===== config.mk =====
export PLATFORM = sky130hd
export DESIGN_NAME = ahb_lite_master_flat
export DESIGN_NICKNAME = d
export VERILOG_FILES = /design/src/rtl/ahb_lite_master_if.sv /design/src/rtl/ahb_lite_master.sv /design/src/flat_wrapper.sv
export SDC_FILE = /design/constraint.sdc
export NUM_CORES = 1
export LEC_CHECK = 0
export ABC_AREA = 1
export ABC_CLOCK_PERIOD_IN_PS = 1200
export CORE_MARGIN = 4
export CORE_UTILIZATION = 42
export CTS_BUF_LIST = sky130_fd_sc_hd__clkbuf_4 sky130_fd_sc_hd__clkbuf_8
export CTS_CLUSTER_SIZE = 25
export DETAILED_ROUTE_END_ITERATION = 8
export GPL_TIMING_DRIVEN = 0
export PLACE_DENSITY = 0.79
export SYNTH_ARGS = -nofsm -noshare
export SYNTH_HDL_FRONTEND = slang
export SYNTH_SLANG_ARGS = --single-unit

===== constraint.sdc =====
create_clock -name HCLK -period 1.2 [get_ports HCLK]
set_input_delay 0.24 -clock HCLK [delete_from_list [all_inputs] [get_ports HCLK]]
set_output_delay 0.24 -clock HCLK [all_outputs]
set_load 0.005 [all_outputs]

===== src/rtl/ahb_lite_master_if.sv =====
// Command/response port and AHB-Lite bus signals of the single-transfer initiator.
// The master modport is the initiator's view; slave is the view of whatever sits on the other side.
interface ahb_lite_master_if #(
    parameter int unsigned HADDR_WIDTH = 17,
    parameter int unsigned HDATA_WIDTH = 64
);
    logic                   cmd_valid;
    logic                   cmd_ready;
    logic [HADDR_WIDTH-1:0] cmd_addr;
    logic                   cmd_write;
    logic [2:0]             cmd_size;
    logic [HDATA_WIDTH-1:0] cmd_wdata;

    logic                   rsp_valid;
    logic [HDATA_WIDTH-1:0] rsp_rdata;
    logic                   rsp_err;
    logic                   busy;

    logic [HADDR_WIDTH-1:0] HADDR;
    logic [1:0]             HTRANS;
    logic [2:0]             HSIZE;
    logic                   HWRITE;
    logic [HDATA_WIDTH-1:0] HWDATA;
    logic [HDATA_WIDTH-1:0] HRDATA;
    logic                   HREADY;
    logic                   HRESP;

    modport master (
        input  cmd_valid, cmd_addr, cmd_write, cmd_size, cmd_wdata,
        input  HRDATA, HREADY, HRESP,
        output cmd_ready, rsp_valid, rsp_rdata, rsp_err, busy,
        output HADDR, HTRANS, HSIZE, HWRITE, HWDATA
    );

    modport slave (
        output cmd_valid, cmd_addr, cmd_write, cmd_size, cmd_wdata,
        output HRDATA, HREADY, HRESP,
        input  cmd_ready, rsp_valid, rsp_rdata, rsp_err, busy,
        input  HADDR, HTRANS, HSIZE, HWRITE, HWDATA
    );
endinterface


===== src/rtl/ahb_lite_master.sv =====
// AHB-Lite single-transfer initiator: pipelined address/data stages, NONSEQ singles only,
// honours wait states and the two-cycle ERROR response; responses return in command order.
module ahb_lite_master #(
    parameter int unsigned HADDR_WIDTH = 17,
    parameter int unsigned HDATA_WIDTH = 64
) (
    input  logic              HCLK,
    input  logic              HRESETn,
    ahb_lite_master_if.master bus
);
    localparam logic [1:0] HTRANS_IDLE   = 2'b00;
    localparam logic [1:0] HTRANS_NONSEQ = 2'b10;

    logic                   a_valid;
    logic [HDATA_WIDTH-1:0] a_wdata;
    logic                   d_valid;
    logic                   d_write;
    logic                   handshake;
    logic                   complete;

    // An empty address stage may load even while the slave stalls the data phase.
    assign bus.cmd_ready = !a_valid | bus.HREADY;
    assign handshake     = bus.cmd_valid & bus.cmd_ready;
    assign complete      = bus.HREADY & d_valid;
    assign bus.busy      = a_valid | d_valid;
    assign bus.HTRANS    = a_valid ? HTRANS_NONSEQ : HTRANS_IDLE;

    // Address phase stage.
    always_ff @(posedge HCLK or negedge HRESETn) begin
        if (!HRESETn) begin
            a_valid    <= 1'b0;
            bus.HADDR  <= '0;
            bus.HWRITE <= 1'b0;
            bus.HSIZE  <= 3'd0;
            a_wdata    <= '0;
        end else if (handshake) begin
            a_valid    <= 1'b1;
            bus.HADDR  <= bus.cmd_addr;
            bus.HWRITE <= bus.cmd_write;
            bus.HSIZE  <= bus.cmd_size;
            a_wdata    <= bus.cmd_wdata;
        end else if (bus.HREADY) begin
            a_valid <= 1'b0;
        end
    end

    // Data phase stage; write data follows its address by one accepted edge.
    always_ff @(posedge HCLK or negedge HRESETn) begin
        if (!HRESETn) begin
            d_valid    <= 1'b0;
            d_write    <= 1'b0;
            bus.HWDATA <= '0;
        end else if (bus.HREADY) begin
            d_valid <= a_valid;
            d_write <= bus.HWRITE;
            if (a_valid && bus.HWRITE) begin
                bus.HWDATA <= a_wdata;
            end
        end
    end

    // Completion pulse; data and error hold between pulses.
    always_ff @(posedge HCLK or negedge HRESETn) begin
        if (!HRESETn) begin
            bus.rsp_valid <= 1'b0;
            bus.rsp_err   <= 1'b0;
            bus.rsp_rdata <= '0;
        end else begin
            bus.rsp_valid <= complete;
            if (complete) begin
                bus.rsp_err   <= bus.HRESP;
                bus.rsp_rdata <= (!d_write && !bus.HRESP) ? bus.HRDATA : '0;
            end
        end
    end
endmodule


===== src/flat_wrapper.sv =====
// flat-port wrapper written by rule: the top's interface ports become plain ports
module ahb_lite_master_flat 
#(
    parameter int unsigned HADDR_WIDTH = 17,
    parameter int unsigned HDATA_WIDTH = 64
)
  (HCLK, HRESETn, bus_cmd_valid, bus_cmd_addr, bus_cmd_write, bus_cmd_size, bus_cmd_wdata, bus_HRDATA, bus_HREADY, bus_HRESP, bus_cmd_ready, bus_rsp_valid, bus_rsp_rdata, bus_rsp_err, bus_busy, bus_HADDR, bus_HTRANS, bus_HSIZE, bus_HWRITE, bus_HWDATA);
  ahb_lite_master_if #(.HADDR_WIDTH(HADDR_WIDTH), .HDATA_WIDTH(HDATA_WIDTH)) bus_i ();
  input  logic HCLK;
  input  logic HRESETn;
  input wire logic [$bits(bus_i.cmd_valid)-1:0] bus_cmd_valid;
  input wire logic [$bits(bus_i.cmd_addr)-1:0] bus_cmd_addr;
  input wire logic [$bits(bus_i.cmd_write)-1:0] bus_cmd_write;
  input wire logic [$bits(bus_i.cmd_size)-1:0] bus_cmd_size;
  input wire logic [$bits(bus_i.cmd_wdata)-1:0] bus_cmd_wdata;
  input wire logic [$bits(bus_i.HRDATA)-1:0] bus_HRDATA;
  input wire logic [$bits(bus_i.HREADY)-1:0] bus_HREADY;
  input wire logic [$bits(bus_i.HRESP)-1:0] bus_HRESP;
  output wire logic [$bits(bus_i.cmd_ready)-1:0] bus_cmd_ready;
  output wire logic [$bits(bus_i.rsp_valid)-1:0] bus_rsp_valid;
  output wire logic [$bits(bus_i.rsp_rdata)-1:0] bus_rsp_rdata;
  output wire logic [$bits(bus_i.rsp_err)-1:0] bus_rsp_err;
  output wire logic [$bits(bus_i.busy)-1:0] bus_busy;
  output wire logic [$bits(bus_i.HADDR)-1:0] bus_HADDR;
  output wire logic [$bits(bus_i.HTRANS)-1:0] bus_HTRANS;
  output wire logic [$bits(bus_i.HSIZE)-1:0] bus_HSIZE;
  output wire logic [$bits(bus_i.HWRITE)-1:0] bus_HWRITE;
  output wire logic [$bits(bus_i.HWDATA)-1:0] bus_HWDATA;
  assign bus_i.cmd_valid = bus_cmd_valid;
  assign bus_i.cmd_addr = bus_cmd_addr;
  assign bus_i.cmd_write = bus_cmd_write;
  assign bus_i.cmd_size = bus_cmd_size;
  assign bus_i.cmd_wdata = bus_cmd_wdata;
  assign bus_i.HRDATA = bus_HRDATA;
  assign bus_i.HREADY = bus_HREADY;
  assign bus_i.HRESP = bus_HRESP;
  assign bus_cmd_ready = bus_i.cmd_ready;
  assign bus_rsp_valid = bus_i.rsp_valid;
  assign bus_rsp_rdata = bus_i.rsp_rdata;
  assign bus_rsp_err = bus_i.rsp_err;
  assign bus_busy = bus_i.busy;
  assign bus_HADDR = bus_i.HADDR;
  assign bus_HTRANS = bus_i.HTRANS;
  assign bus_HSIZE = bus_i.HSIZE;
  assign bus_HWRITE = bus_i.HWRITE;
  assign bus_HWDATA = bus_i.HWDATA;
  ahb_lite_master #(.HADDR_WIDTH(HADDR_WIDTH), .HDATA_WIDTH(HDATA_WIDTH)) u_core (.HCLK(HCLK), .HRESETn(HRESETn), .bus(bus_i));
endmodule

==> Yosys cells after proc, flatten, opt, wreduce, memory -nomap -nowiden <==
Index checks and enable logic that the tools add are counted.
{ "op_classes": {"n_mux": 4, "bitwise_logic": 4, "n_reduce_logical": 7} }
{ "ops": {"columns": ["operator", "n"], "rows": [
  ["64-bit 2-to-1 mux", 1],
  ["1-bit logical NOT", 3],
  ["1-bit AND", 2],
  ["1-bit logical AND", 2],
  ["1-bit 2-to-1 mux", 2],
  ["2-bit 2-to-1 mux", 1],
  ["1-bit bitwise OR", 2],
  ["2-bit AND reduction", 1],
  ["2-bit nonzero test", 1]
]} }
{ "totals": {"reg_bits": 218, "in_bits": 154, "word_cells": 26} }

==> Depth between registers and ports, before layout <==
Gate-level depths: netlist (run 1).
{ "depth": {"depth_word": 4, "mapped_depth": 7, "mapped_depth_nobuf": 5} }

==> Least setup slack after synthesis (run 1) <==
No wires, ideal clock.
{ "synth_path": {"path_kind": "register -> register", "startpoint": "register u_core.a_valid", "endpoint": "register u_core.bus.HWDATA[27]", "arrival_ns": 1.045, "path_slack_ns": 0.072, "stages_incl_launch_ff": 6, "n_path_buf": 2, "synth_period_minus_slack_ns": 1.128, "path_cell_list": "dfrtp_1 nand3_1 buf_2 clkbuf_1 nand2_1 o21ai_0"} }
{ "synth_between": {"elab_chain_len": 2} }
{ "synth_rtl": {"columns": ["element", "line_no", "source"], "rows": [
  ["from (decl)", "ahb_lite_master.sv:14", "logic a_valid;"],
  ["from (signal assigned)", "ahb_lite_master.sv:31", "a_valid <= 1'b0;"],
  ["from (signal assigned)", "ahb_lite_master.sv:37", "a_valid <= 1'b1;"],
  ["from (signal assigned)", "ahb_lite_master.sv:43", "a_valid <= 1'b0;"],
  ["1-bit logical AND", "ahb_lite_master.sv:56", "if (a_valid && bus.HWRITE) begin"],
  ["2-bit AND reduction (no source line)", null, null],
  ["to (signal assigned)", "ahb_lite_master.sv:57", "bus.HWDATA <= a_wdata;"],
  ["to (decl)", "ahb_lite_master_if.sv:32", "output HADDR, HTRANS, HSIZE, HWRITE, HWDATA"]
]} }
No other way between the ends.
A chain may end at the register's enable or synchronous reset.

==> Worst setup path after layout (run 1) <==
{ "layout_path": {"startpoint": "register u_core.a_valid", "endpoint": "output port bus_HTRANS[1]"} }
{ "layout_between": {"elab_chain_len": 1} }
{ "layout_rtl": {"columns": ["element", "line_no", "source"], "rows": [
  ["2-bit 2-to-1 mux", "ahb_lite_master.sv:26", "assign bus.HTRANS = a_valid ? HTRANS_NONSEQ : HTRANS_IDLE;"],
  ["to (decl)", "flat_wrapper.sv:25", "output wire logic [$bits(bus_i.HTRANS)-1:0] bus_HTRANS;"]
]} }
No other way between the ends.

==> impl_metrics.json, run 1 <==
{
  "seqPwrFrac_pct": 40.0,
  "rows": 51,
  "p_per_area_nw_per_um2": 1620,
  "r2r_start": "u_core.a_valid$_DFFE_PN0P_",
  "clk-insertion-delay-late_ns": 0.52,
  "path_clk_slew_ns": 0.07,
  "avgViaCountPerCell": 4.96,
  "synthArstFlopShare_pct": 100,
  "place_inst": 1512,
  "swShare_pct": 30.3,
  "ys_seq_elements": 218,
  "synth_top_area_share_pct": 63.7,
  "drc": 0,
  "setup.worst_path.class": "reg -> out",
  "ir_drop_mv": 0.983,
  "rr_endpoint": "u_core.bus.HWDATA[11]$_DFFE_PN0P_",
  "clk_path_buf_depth": 3,
  "yosysMostFrequentCell": "nand2_1",
  "power_switching_mw": 7.46,
  "syn_to_final_growth_pct": 77.6,
  "highest_layer": "met5",
  "fmax_mhz": 635,
  "coreArea_sq_um": 19800,
  "start_util_pct": 43.3,
  "period_minus_slack_ns": 1.58,
  "synth_cell_types": 16,
  "met2_length_mm": 16.5,
  "drt_wl_total_mm": 32.0,
  "dp.final_hpwl_mm": 18.3,
  "num_vias": 8574,
  "cts.sinks": 218,
  "yosysWarnings": 0,
  "power.leakage_nw": 8.02,
  "crit_arrival_ns": 1.34,
  "setup_viol_count_final": 340,
  "avgSynthCellArea_sq_um": 9.11,
  "wl_met3_mm": 3.09,
  "dr.pass1.iters": 5,
  "synth_edf_count": 0,
  "period_share_pct": 131,
  "grt_pass1_vias": 7889,
  "grt_start_max_net_pins": 118,
  "drt-initial-drc-count": 309,
  "post-route-util_pct": 76.9,
  "instances_no_fill": 1727,
  "antenna_found_initial": 4,
  "hp-class": "in -> async",
  "end_kind": "primary output",
  "combPwrFrac_pct": 30.0,
  "cp-startpoint": "u_core.a_valid$_DFFE_PN0P_",
  "track_usage_pct": 22.7,
  "whs_ns": -0.256,
  "die_area_sq_um": 22700,
  "wirelength_met1_mm": 11.2,
  "die_w_um": 151,
  "syn_inst": 940,
  "die_h_um": 151,
  "internal-power_mw": 17.1,
  "cts_root_buf": "clkbuf_8",
  "ios": 309,
  "synthTopCellsByCount": "374 x nand2_1, 218 x dfrtp_1, 150 x nand3_1, 64 x inv_1, 49 x o21ai_0",
  "ys.flop_type": "dfrtp_1",
  "cp-endpoint": "bus_HTRANS[1]",
  "reg2reg_setup_slack_ns": -0.24,
  "grt_pass1_wl_mm": 40.5,
  "relSlewSlack_pct": 37.7,
  "gp_congestion": 0.812,
  "final-hold-violation-count": 116,
  "critPathRequiredTime_ns": 0.96,
  "setup_ws_ns": -0.376,
  "cts-buffers-inserted": 39,
  "synth_top_cell_by_area": "dfrtp_1",
  "drt.antenna.violating_nets": 0,
  "synth_seq_area_share_pct": 63.7,
  "cts_tree": "yes",
  "reg2reg_depth": 8,
  "port_buffers": 306,
  "pwr-share-clk_pct": 30.0,
  "start_kind": "flip-flop",
  "nNetsFinal": 1587,
  "violations": "hold timing, setup timing",
  "worst_slew_pin_slew_ns": 0.934,
  "place_ws_ns": -0.883,
  "max_cap_viol_count": 0,
  "final_layout_size_suffix_gt1_share_pct": 46.5,
  "route.detailed.wl_per_inst_um": 18.5,
  "drv_slew": 0,
  "htree_levels": 2,
  "syn_area_sq_um": 8570,
  "rsz0062_at_grt": "true",
  "synth.net_count": 1094,
  "status": "finished, violations left",
  "cp_max_fo": 4,
  "synth_area_leaders": "dfrtp_1 64%, nand2_1 16%, nand3_1 8.8%",
  "overflow": 0,
  "clock_skew_ns": 0.0171
}
## sequential cells by signal, summed over array words and instances (netlist names)
| signal | count |
|---|---|
| u_core.bus.rsp_rdata | 64 |
| u_core.bus.rsp_err | 1 |
| u_core.a_valid | 1 |
| u_core.d_valid | 1 |
| u_core.bus.HWDATA | 64 |
| u_core.a_wdata | 64 |
| u_core.d_write | 1 |
| u_core.bus.rsp_valid | 1 |
| u_core.bus.HWRITE | 1 |
| u_core.bus.HSIZE | 3 |
| u_core.bus.HADDR | 17 |
## logic make-up after synthesis
group	after synthesis	synth area share [%]
buffers and inverters	130	7.16
DFF	218	63.7
and+or+nand+nor	527	25.4
AOI/OAI and AO/OA	64	3.74
other	1	0.0438
## how the worst min path moves through the flow
stage                                    from                                    to  slack (ns)  depth (start not counted)
3_5_place_dp                          HRESETn   u_core.bus.rsp_rdata[3]$_DFFE_PN0P_        0.38                          1
2_1_floorplan                         HRESETn            u_core.a_valid$_DFFE_PN0P_       -0.06                          0
5_1_grt                               HRESETn  u_core.bus.rsp_rdata[20]$_DFFE_PN0P_       -0.13                          1
6_report                              HRESETn  u_core.bus.rsp_rdata[11]$_DFFE_PN0P_       -0.26                          1
4_1_cts                               HRESETn   u_core.bus.rsp_rdata[3]$_DFFE_PN0P_       -0.18                          1
3_3_place_gp   u_core.a_wdata[36]$_DFFE_PN0P_        u_core.a_wdata[36]$_DFFE_PN0P_        0.45                          2
## timing repair
item,in CTS,in global routing
endpoints found under the setup margin,364,364
buffers inserted,60,67
cloned,4,21
endpoints found under the hold margin,116,116
gates resized for setup,732,407
pin swaps,4,36
## placed cells by master, fill, tap and decap left out
cell	instances
inv_2	1
nor2_4	2
clkinvlp_4	2
nand3_4	2
nand2_8	2
buf_12	11
clkbuf_8	50
dfrtp_2	3
inv_8	1
o21ai_1	22
nand2_2	115
buf_6	36
nand3_1	107
clkbuf_16	24
clkbuf_1	3
or2_4	1
dfrtp_1	215
clkbuf_4	17
o21ai_2	42
buf_2	145
buf_8	28
clkinv_2	4
buf_4	110
nand2_4	41
nand2_1	217
bufinv_16	1
clkdlybuf4s50_1	150
conb_1	1
buf_16	1
dlymetal6s2s_1	1
buf_1	1
inv_1	64
diode_2	1
nand3_2	41
## cell type report
class                   instances  area, sq um
diodes                          1         2.50
plain buffers                  61          751
clock buffers                  62          772
clock inverters                 7         65.1
fillers                      1214         4570
inverters                      66          255
multi-input cells             593         3530
flip-flops and latches        218         5460
well taps                     265          332
repair buffers                454         4050
## through the flow
step	setup TNS [ns]	total power, mW	hold WS (ns)	instance area [sq um]
4_1_cts	-36.94	22.3	-0.182	13000
3_3_place_gp	-2109.72	15.1	0.453	12000
2_1_floorplan	0	11.4	-0.0556	8570
6_report	-31.73	24.6	-0.256	15200
5_1_grt	-45.92	25.8	-0.131	15200
3_5_place_dp	-129.83	15.2	0.381	12000
## layer usage
layer	vias up	GRT usage [%]
li1	3959	-
met1	4149	26.0
met2	368	39.0
met3	92	8.62
met4	6	7.57
met5	-	0
## power groups by stage
stage	Clock [mW]	Sequential, mW	Combinational, mW
4_1_cts	7.48	9.58	5.27
2_1_floorplan	0	9.73	1.66
3_5_place_dp	0	9.73	5.47
6_report	7.39	9.83	7.38
3_3_place_gp	0	9.71	5.35
5_1_grt	7.89	9.97	7.97
## critical path, cell delays in order, from the launching register on
cell	delay, ns
dfrtp_2	0.44
buf_4	0.15
buf_6	0.11
buf_6	0.11
Power figures use the tool's default switching activity.
==> run 2, diff against run 1 <==
--- a/config.mk
+++ b/config.mk
@@ -5,15 +5,14 @@
 export SDC_FILE = /design/constraint.sdc
 export NUM_CORES = 1
 export LEC_CHECK = 0
-export ABC_AREA = 1
 export ABC_CLOCK_PERIOD_IN_PS = 1200
 export CORE_MARGIN = 4
-export CORE_UTILIZATION = 42
-export CTS_BUF_LIST = sky130_fd_sc_hd__clkbuf_4 sky130_fd_sc_hd__clkbuf_8
+export CORE_UTILIZATION = 40
+export CTS_BUF_LIST = sky130_fd_sc_hd__clkbuf_16
 export CTS_CLUSTER_SIZE = 25
 export DETAILED_ROUTE_END_ITERATION = 8
 export GPL_TIMING_DRIVEN = 0
-export PLACE_DENSITY = 0.79
+export PLACE_DENSITY = 0.77
 export SYNTH_ARGS = -nofsm -noshare
 export SYNTH_HDL_FRONTEND = slang
 export SYNTH_SLANG_ARGS = --single-unit
==> run 2 against run 1 <==
Compared with the run above:
- routed wire length down 31%
- the flow still finishes with violations (hold timing, setup timing)
- largest cell class unchanged
- global-route usage down 5.2 points
- power down 10%
- die area up 0.52%
- critical endpoint is now bus_busy
- synthesized area down 4.2%
==> impl_metrics.json, run 2 <==
{
  "status": "finished, violations left",
  "violations": "hold timing, setup timing",
  "crit_arrival_ns": 1.29,
  "track_usage_pct": 17.5,
  "top_regs": "u_core.a_wdata: 64 flops, u_core.bus.HWDATA: 64 flops, u_core.bus.rsp_rdata: 64 flops",
  "coreArea_sq_um": 20200,
  "route.detailed.wl_per_inst_um": 18.6,
  "synth_cell_types": 17,
  "relSlewSlack_pct": 51.4,
  "ir_drop_mv": 1.21,
  "p_per_area_nw_per_um2": 1710,
  "final-hold-violation-count": 97,
  "rows": 52,
  "synth-xor-area-share_pct": 0,
  "ys_seq_elements": 218,
  "yosysWarnings": 0,
  "ios": 309,
  "synthTopCellsByCount": "218 x dfrtp_1, 102 x mux2_2, 64 x a22o_1, 50 x mux2_4, 12 x buf_6",
  "setup_tns_ns": -50.15,
  "path_clk_slew_ns": 0.06,
  "slowest_delay_ns": 0.42,
  "setup.worst_path.class": "reg -> out",
  "synthMuxAreaShare_pct": 23.2,
  "antenna_cells": 0,
  "period_share_pct": 127,
  "clock_skew_ns": 0.0110,
  "reg2reg_depth": 5,
  "die_w_um": 151,
  "synth_top_cell_by_area": "dfrtp_1",
  "clk-insertion-delay-late_ns": 0.50,
  "r2r_start": "u_core.a_valid$_DFFE_PN0P_",
  "overflow": 0,
  "synth.net_count": 627,
  "gp_congestion": 0.738,
  "synth_adder_area_share_pct": 0,
  "die_area_sq_um": 22900,
  "port_buffers": 307,
  "yosysMostFrequentCell": "dfrtp_1",
  "synthArstFlopShare_pct": 100,
  "final_layout_size_suffix_gt1_share_pct": 51.2,
  "synth_edf_count": 0,
  "cts_tree": "yes",
  "grt_pass1_wl_mm": 31.6,
  "drt-initial-drc-count": 160,
  "drt.antenna.violating_nets": 0,
  "synth_top_family_by_area": "multiplexers",
  "syn_area_sq_um": 8200,
  "nNetsFinal": 1049,
  "synth_top_area_share_pct": 66.5,
  "synth_compound_area_share_pct": 6.83,
  "synth_area_leaders": "dfrtp_1 67%, mux2_2 14%, mux2_4 9.2%",
  "avgViaCountPerCell": 4.72,
  "start_util_pct": 40.5,
  "clk_path_buf_depth": 3,
  "drt_wl_total_mm": 22.0,
  "syn_inst": 473,
  "critPathRequiredTime_ns": 0.96,
  "critPathSlowestCell": "dfrtp_2",
  "avgSynthCellArea_sq_um": 17.3,
  "dp.final_hpwl_mm": 14.4,
  "cp_max_fo": 3,
  "synth_seq_area_share_pct": 66.5,
  "rsz0062_at_grt": "true",
  "setup_viol_count_final": 361,
  "rr_endpoint": "u_core.bus.HWDATA[30]$_DFFE_PN0P_",
  "reg2reg_setup_slack_ns": -0.32,
  "num_vias": 5573,
  "htree_levels": 1,
  "drv_slew": 0,
  "place_inst": 1051,
  "period_minus_slack_ns": 1.53,
  "cp_cell_sequence": "or2_4, buf_6",
  "cts_root_buf": "clkbuf_16",
  "max_cap_viol_count": 0,
  "power.leakage_nw": 6.39,
  "layout_common_cells": "216 x dfrtp_1, 151 x clkdlybuf4s50_1, 147 x buf_2",
  "die_h_um": 151,
  "start_kind": "flip-flop",
  "fmax_mhz": 654,
  "setup_ws_ns": -0.329,
  "antenna_found_initial": 0,
  "synth_simple_gate_area_share_pct": 0.702,
  "grt_start_max_net_pins": 122,
  "instances_no_fill": 1181,
  "hp-class": "in -> async",
  "cts-buffers-inserted": 24,
  "layout_commonest_cell": "dfrtp_1",
  "whs_ns": -0.247,
  "grt_pass1_vias": 5773,
  "end_kind": "primary output",
  "dr.pass1.iters": 6,
  "cts.sinks": 218,
  "worst_slew_pin_slew_ns": 0.729,
  "drc": 0,
  "ys.flop_type": "dfrtp_1",
  "syn_to_final_growth_pct": 57.5
}
-- run 2: cell count changes in the layout (fill, tap and decap cells not counted), moves of 41 or more --
cell / delta
nand2_2: -114
buf_4: -42
o21ai_2: -42
nand3_1: -107
nand3_2: -41
inv_1: -58
mux2_2: +78
nand2_1: -217
a22o_1: +64
nand2_4: -41
clkbuf_8: -50
mux2_4: +74
-- run 2: report_power, final --
part           internal (mW)  switching (mW)  leakage [nW]
Combinational           3.68            1.93          3.34
Clock                   3.97            2.84         0.383
Sequential              8.88           0.789          2.67
Total                   16.5            5.55          6.39
-- run 2: final cells by class --
class                           instances  area [sq um]
Timing Repair Buffer                  396          3350
Clock buffer                           25           626
Tap cell                              270           338
Sequential cell                       218          5460
Fill cell                            1539          7320
Multi-Input combinational cell        225          2660
Inverter                                1          3.75
Buffer                                 29           370
Clock inverter                         17           109
-- run 2: metal layers --
layer | GRT usage (%) | up-vias | wire length, um
met1 | 20.9 | 2766 | 8730
met4 | 4.76 | 0 | 442
met3 | 5.75 | 36 | 1950
met5 | 0 | - | 0
met2 | 30.4 | 209 | 10800
li1 | - | 2562 | -
-- run 2: worst max path at each step --
stage                                           from                                 to  slack [ns]  cells after the start
after floorplan           u_core.a_valid$_DFFE_PN0P_     u_core.a_wdata[13]$_DFFE_PN0P_       -0.09                      5
after global placement                       HRESETn     u_core.a_wdata[10]$_DFFE_PN0P_       -9.16                      1
after detailed placement                  bus_HREADY  u_core.bus.HWDATA[33]$_DFFE_PN0P_       -0.76                      4
after CTS                 u_core.a_valid$_DFFE_PN0P_                           bus_busy       -0.34                      2
after global routing      u_core.a_valid$_DFFE_PN0P_                           bus_busy       -0.37                      2
final                     u_core.a_valid$_DFFE_PN0P_                           bus_busy       -0.33                      2
-- run 2: kinds of logic (layout without fill, tap and decap cells) --
group	Yosys count	count (layout)
flip-flops	218	218
multiplexers	152	152
AO/OA/AOI/OAI	64	64
buffers and inverters	31	468
AND/OR/NAND/NOR	7	8
other	1	1
-- run 2: worst max-delay path, delay by kind of cell, from the launching register on --
kind | cells | cell delay, ns
flip-flops | 1 | 0.42
AND/OR/NAND/NOR | 1 | 0.25
buffers and inverters | 1 | 0.12
-- run 2: repair_timing --
item / CTS / global route
hold endpoints to repair: 97 / 97
setup endpoints to repair: 367 / 367
pin swaps: 18 / 2
resized for setup: 649 / 62
setup buffers: 36 / 41
cloned: 1 / 11
-- run 2: metrics by stage --
step	instance area (sq um)	hold slack [ns]	setup slack (ns)	power (mW)	util, %
4_1_cts	12100	-0.224	-0.342	21.5	59.7
3_3_place_gp	11700	0.482	-9.16	15.2	57.6
2_1_floorplan	8250	-0.0556	-0.0869	11.7	-
6_report	12900	-0.247	-0.329	22.1	63.8
5_1_grt	12900	-0.188	-0.372	23.2	63.8
3_5_place_dp	11700	0.308	-0.755	15.4	57.8
==> run 3, diff against run 2 <==
--- a/config.mk
+++ b/config.mk
@@ -5,14 +5,16 @@
 export SDC_FILE = /design/constraint.sdc
 export NUM_CORES = 1
 export LEC_CHECK = 0
+export ABC_AREA = 1
 export ABC_CLOCK_PERIOD_IN_PS = 1200
+export CAP_MARGIN = 20
 export CORE_MARGIN = 4
 export CORE_UTILIZATION = 40
 export CTS_BUF_LIST = sky130_fd_sc_hd__clkbuf_16
 export CTS_CLUSTER_SIZE = 25
 export DETAILED_ROUTE_END_ITERATION = 8
 export GPL_TIMING_DRIVEN = 0
-export PLACE_DENSITY = 0.77
+export PLACE_DENSITY = 0.76
 export SYNTH_ARGS = -nofsm -noshare
 export SYNTH_HDL_FRONTEND = slang
 export SYNTH_SLANG_ARGS = --single-unit
==> run 3 against run 2 <==
Compared with the run above:
- the run still ends with hold timing, setup timing left
- clock skew down 0.0028 ns
- combinational power down 3%
- first-iteration DRC count up 140%
- critical endpoint is now bus_cmd_ready
- largest power group unchanged
==> impl_metrics.json, run 3 (synthesis gave the netlist of run 1 again) <==
{
  "critPathRequiredTime_ns": 0.96,
  "drt-initial-drc-count": 387,
  "critPathSlowestCell": "dfrtp_1",
  "cpMostUsedCell": "buf_6",
  "antenna_found_initial": 2,
  "num_vias": 7828,
  "rsz0062_at_grt": "true",
  "cp_cell_sequence": "buf_6, nand2_4, buf_6, buf_6",
  "fmax_mhz": 653,
  "dr.pass1.iters": 5,
  "start_util_pct": 40.7,
  "avgViaCountPerCell": 4.79,
  "die_area_sq_um": 23800,
  "setup_viol_count_final": 361,
  "cp_max_fo": 3,
  "cts.sinks": 218,
  "total_power_mw": 22.3,
  "final_layout_size_suffix_gt1_share_pct": 27.8,
  "clk_path_buf_depth": 3,
  "drt_wl_total_mm": 27.3,
  "drv_slew": 0,
  "gp_congestion": 0.856,
  "period_minus_slack_ns": 1.53,
  "cts-buffers-inserted": 24,
  "met3_usage_pct": 6.94,
  "max_cap_viol_count": 0,
  "port_buffers": 306,
  "slowest_delay_ns": 0.41,
  "path_clk_slew_ns": 0.06,
  "whs_ns": -0.363,
  "dp.final_hpwl_mm": 18.6,
  "period_share_pct": 128,
  "overflow": 0,
  "grt_start_max_net_pins": 84,
  "rows": 53,
  "end_kind": "primary output",
  "violations": "hold timing, setup timing",
  "setup.worst_path.class": "reg -> out",
  "die_h_um": 154,
  "ios": 309,
  "crit_arrival_ns": 1.29,
  "drt.antenna.violating_nets": 0,
  "grt_pass1_vias": 7799,
  "clock_skew_ns": 0.00816,
  "layout_commonest_cell": "nand2_1",
  "drc": 0,
  "final-hold-violation-count": 54,
  "nNetsFinal": 1497,
  "power.leakage_nw": 7.15,
  "multiInputGateArea_sq_um": 2670,
  "cts_tree": "yes",
  "regArea_sq_um": 5460,
  "fillCellCount": 1741,
  "coreArea_sq_um": 21000,
  "layout_common_cells": "323 x nand2_1, 218 x dfrtp_1, 152 x buf_2",
  "die_w_um": 154,
  "grt.busiest_layer": "met2",
  "ir_drop_mv": 1.04,
  "route.detailed.wl_per_inst_um": 16.7,
  "status": "finished, violations left",
  "use_met2_pct": 36.0,
  "p_per_area_nw_per_um2": 1680,
  "htree_levels": 1,
  "hp-class": "in -> async",
  "syn_to_final_growth_pct": 55.1,
  "critPathTopFamily": "flip-flops",
  "post-route-util_pct": 63.2,
  "antenna_cells": 0,
  "place_inst": 1523,
  "cts_root_buf": "clkbuf_16",
  "clk-insertion-delay-late_ns": 0.50,
  "met1_usage_pct": 26.2,
  "reg2reg_setup_slack_ns": -0.29,
  "track_usage_pct": 21.3,
  "setup_ws_ns": -0.330,
  "grt_pass1_wl_mm": 41.2,
  "instances_no_fill": 1635,
  "start_kind": "flip-flop",
  "top_regs": "u_core.a_wdata: 64 flops, u_core.bus.HWDATA: 64 flops, u_core.bus.rsp_rdata: 64 flops",
  "path_buf_inv": 3
}
run 3: changes by cell type in the layout (fill, tap and decap cells not counted), sizes merged, moves of 63 or more:
cell   previous run  this run
a22o             64         0
inv               6        69
mux2            152         0
nand2             2       375
nand3             2       150
o21ai             0        64
run 3: report_power, final:
part	switching (mW)	internal [mW]
Sequential	0.878	8.81
Combinational	2.54	2.91
Clock	2.94	4.19
run 3: what timing repair did:
item,in CTS,in global routing
cloned,0,11
gates resized for setup,698,97
setup buffers,48,11
setup endpoints to repair,364,364
pin swaps,2,1
hold endpoints to repair,54,54
run 3: metal layers:
layer	vias to the layer above	part of all wire (%)
met5	-	0.099
met3	52	9.5
li1	3770	-
met2	302	49
met1	3700	39
met4	4	2.8
run 3: area by class of cell:
class	count	share of cell area [%]
inverters	66	1.87
repair buffers	378	24.3
clock buffers	25	4.71
plain buffers	63	4.30
well taps	275	2.59
clock inverters	18	1.06
flip-flops and latches	218	41.1
multi-input cells	592	20.1
run 3: worst paths after layout:
path | start | to | cells past startpoint
worst max-delay path | u_core.a_valid$_DFFE_PN0P_ | bus_cmd_ready | 4
worst min-delay path | HRESETn | u_core.bus.rsp_rdata[16]$_DFFE_PN0P_ | 1
max in group asynchronous | HRESETn | u_core.bus.HADDR[6]$_DFFE_PN0P_ | 3
worst max register to register | u_core.a_valid$_DFFE_PN0P_ | u_core.a_wdata[48]$_DFFE_PN0P_ | 9
min in group HCLK | bus_cmd_wdata[63] | u_core.a_wdata[63]$_DFFE_PN0P_ | 3
worst min register to register | u_core.bus.HADDR[1]$_DFFE_PN0P_ | u_core.bus.HADDR[1]$_DFFE_PN0P_ | 2
run 3: per-stage QoR:
stage	hold WS (ns)	cell area [sq um]	setup TNS, ns	setup slack (ns)
3_3_place_gp	0.452	12000	-2122.74	-9.27
5_1_grt	-0.349	13300	-67.77	-0.387
3_5_place_dp	0.185	12000	-128.83	-0.874
4_1_cts	-0.359	12700	-31.56	-0.340
2_1_floorplan	-0.0556	8570	0	0.0719
6_report	-0.363	13300	-45.12	-0.330
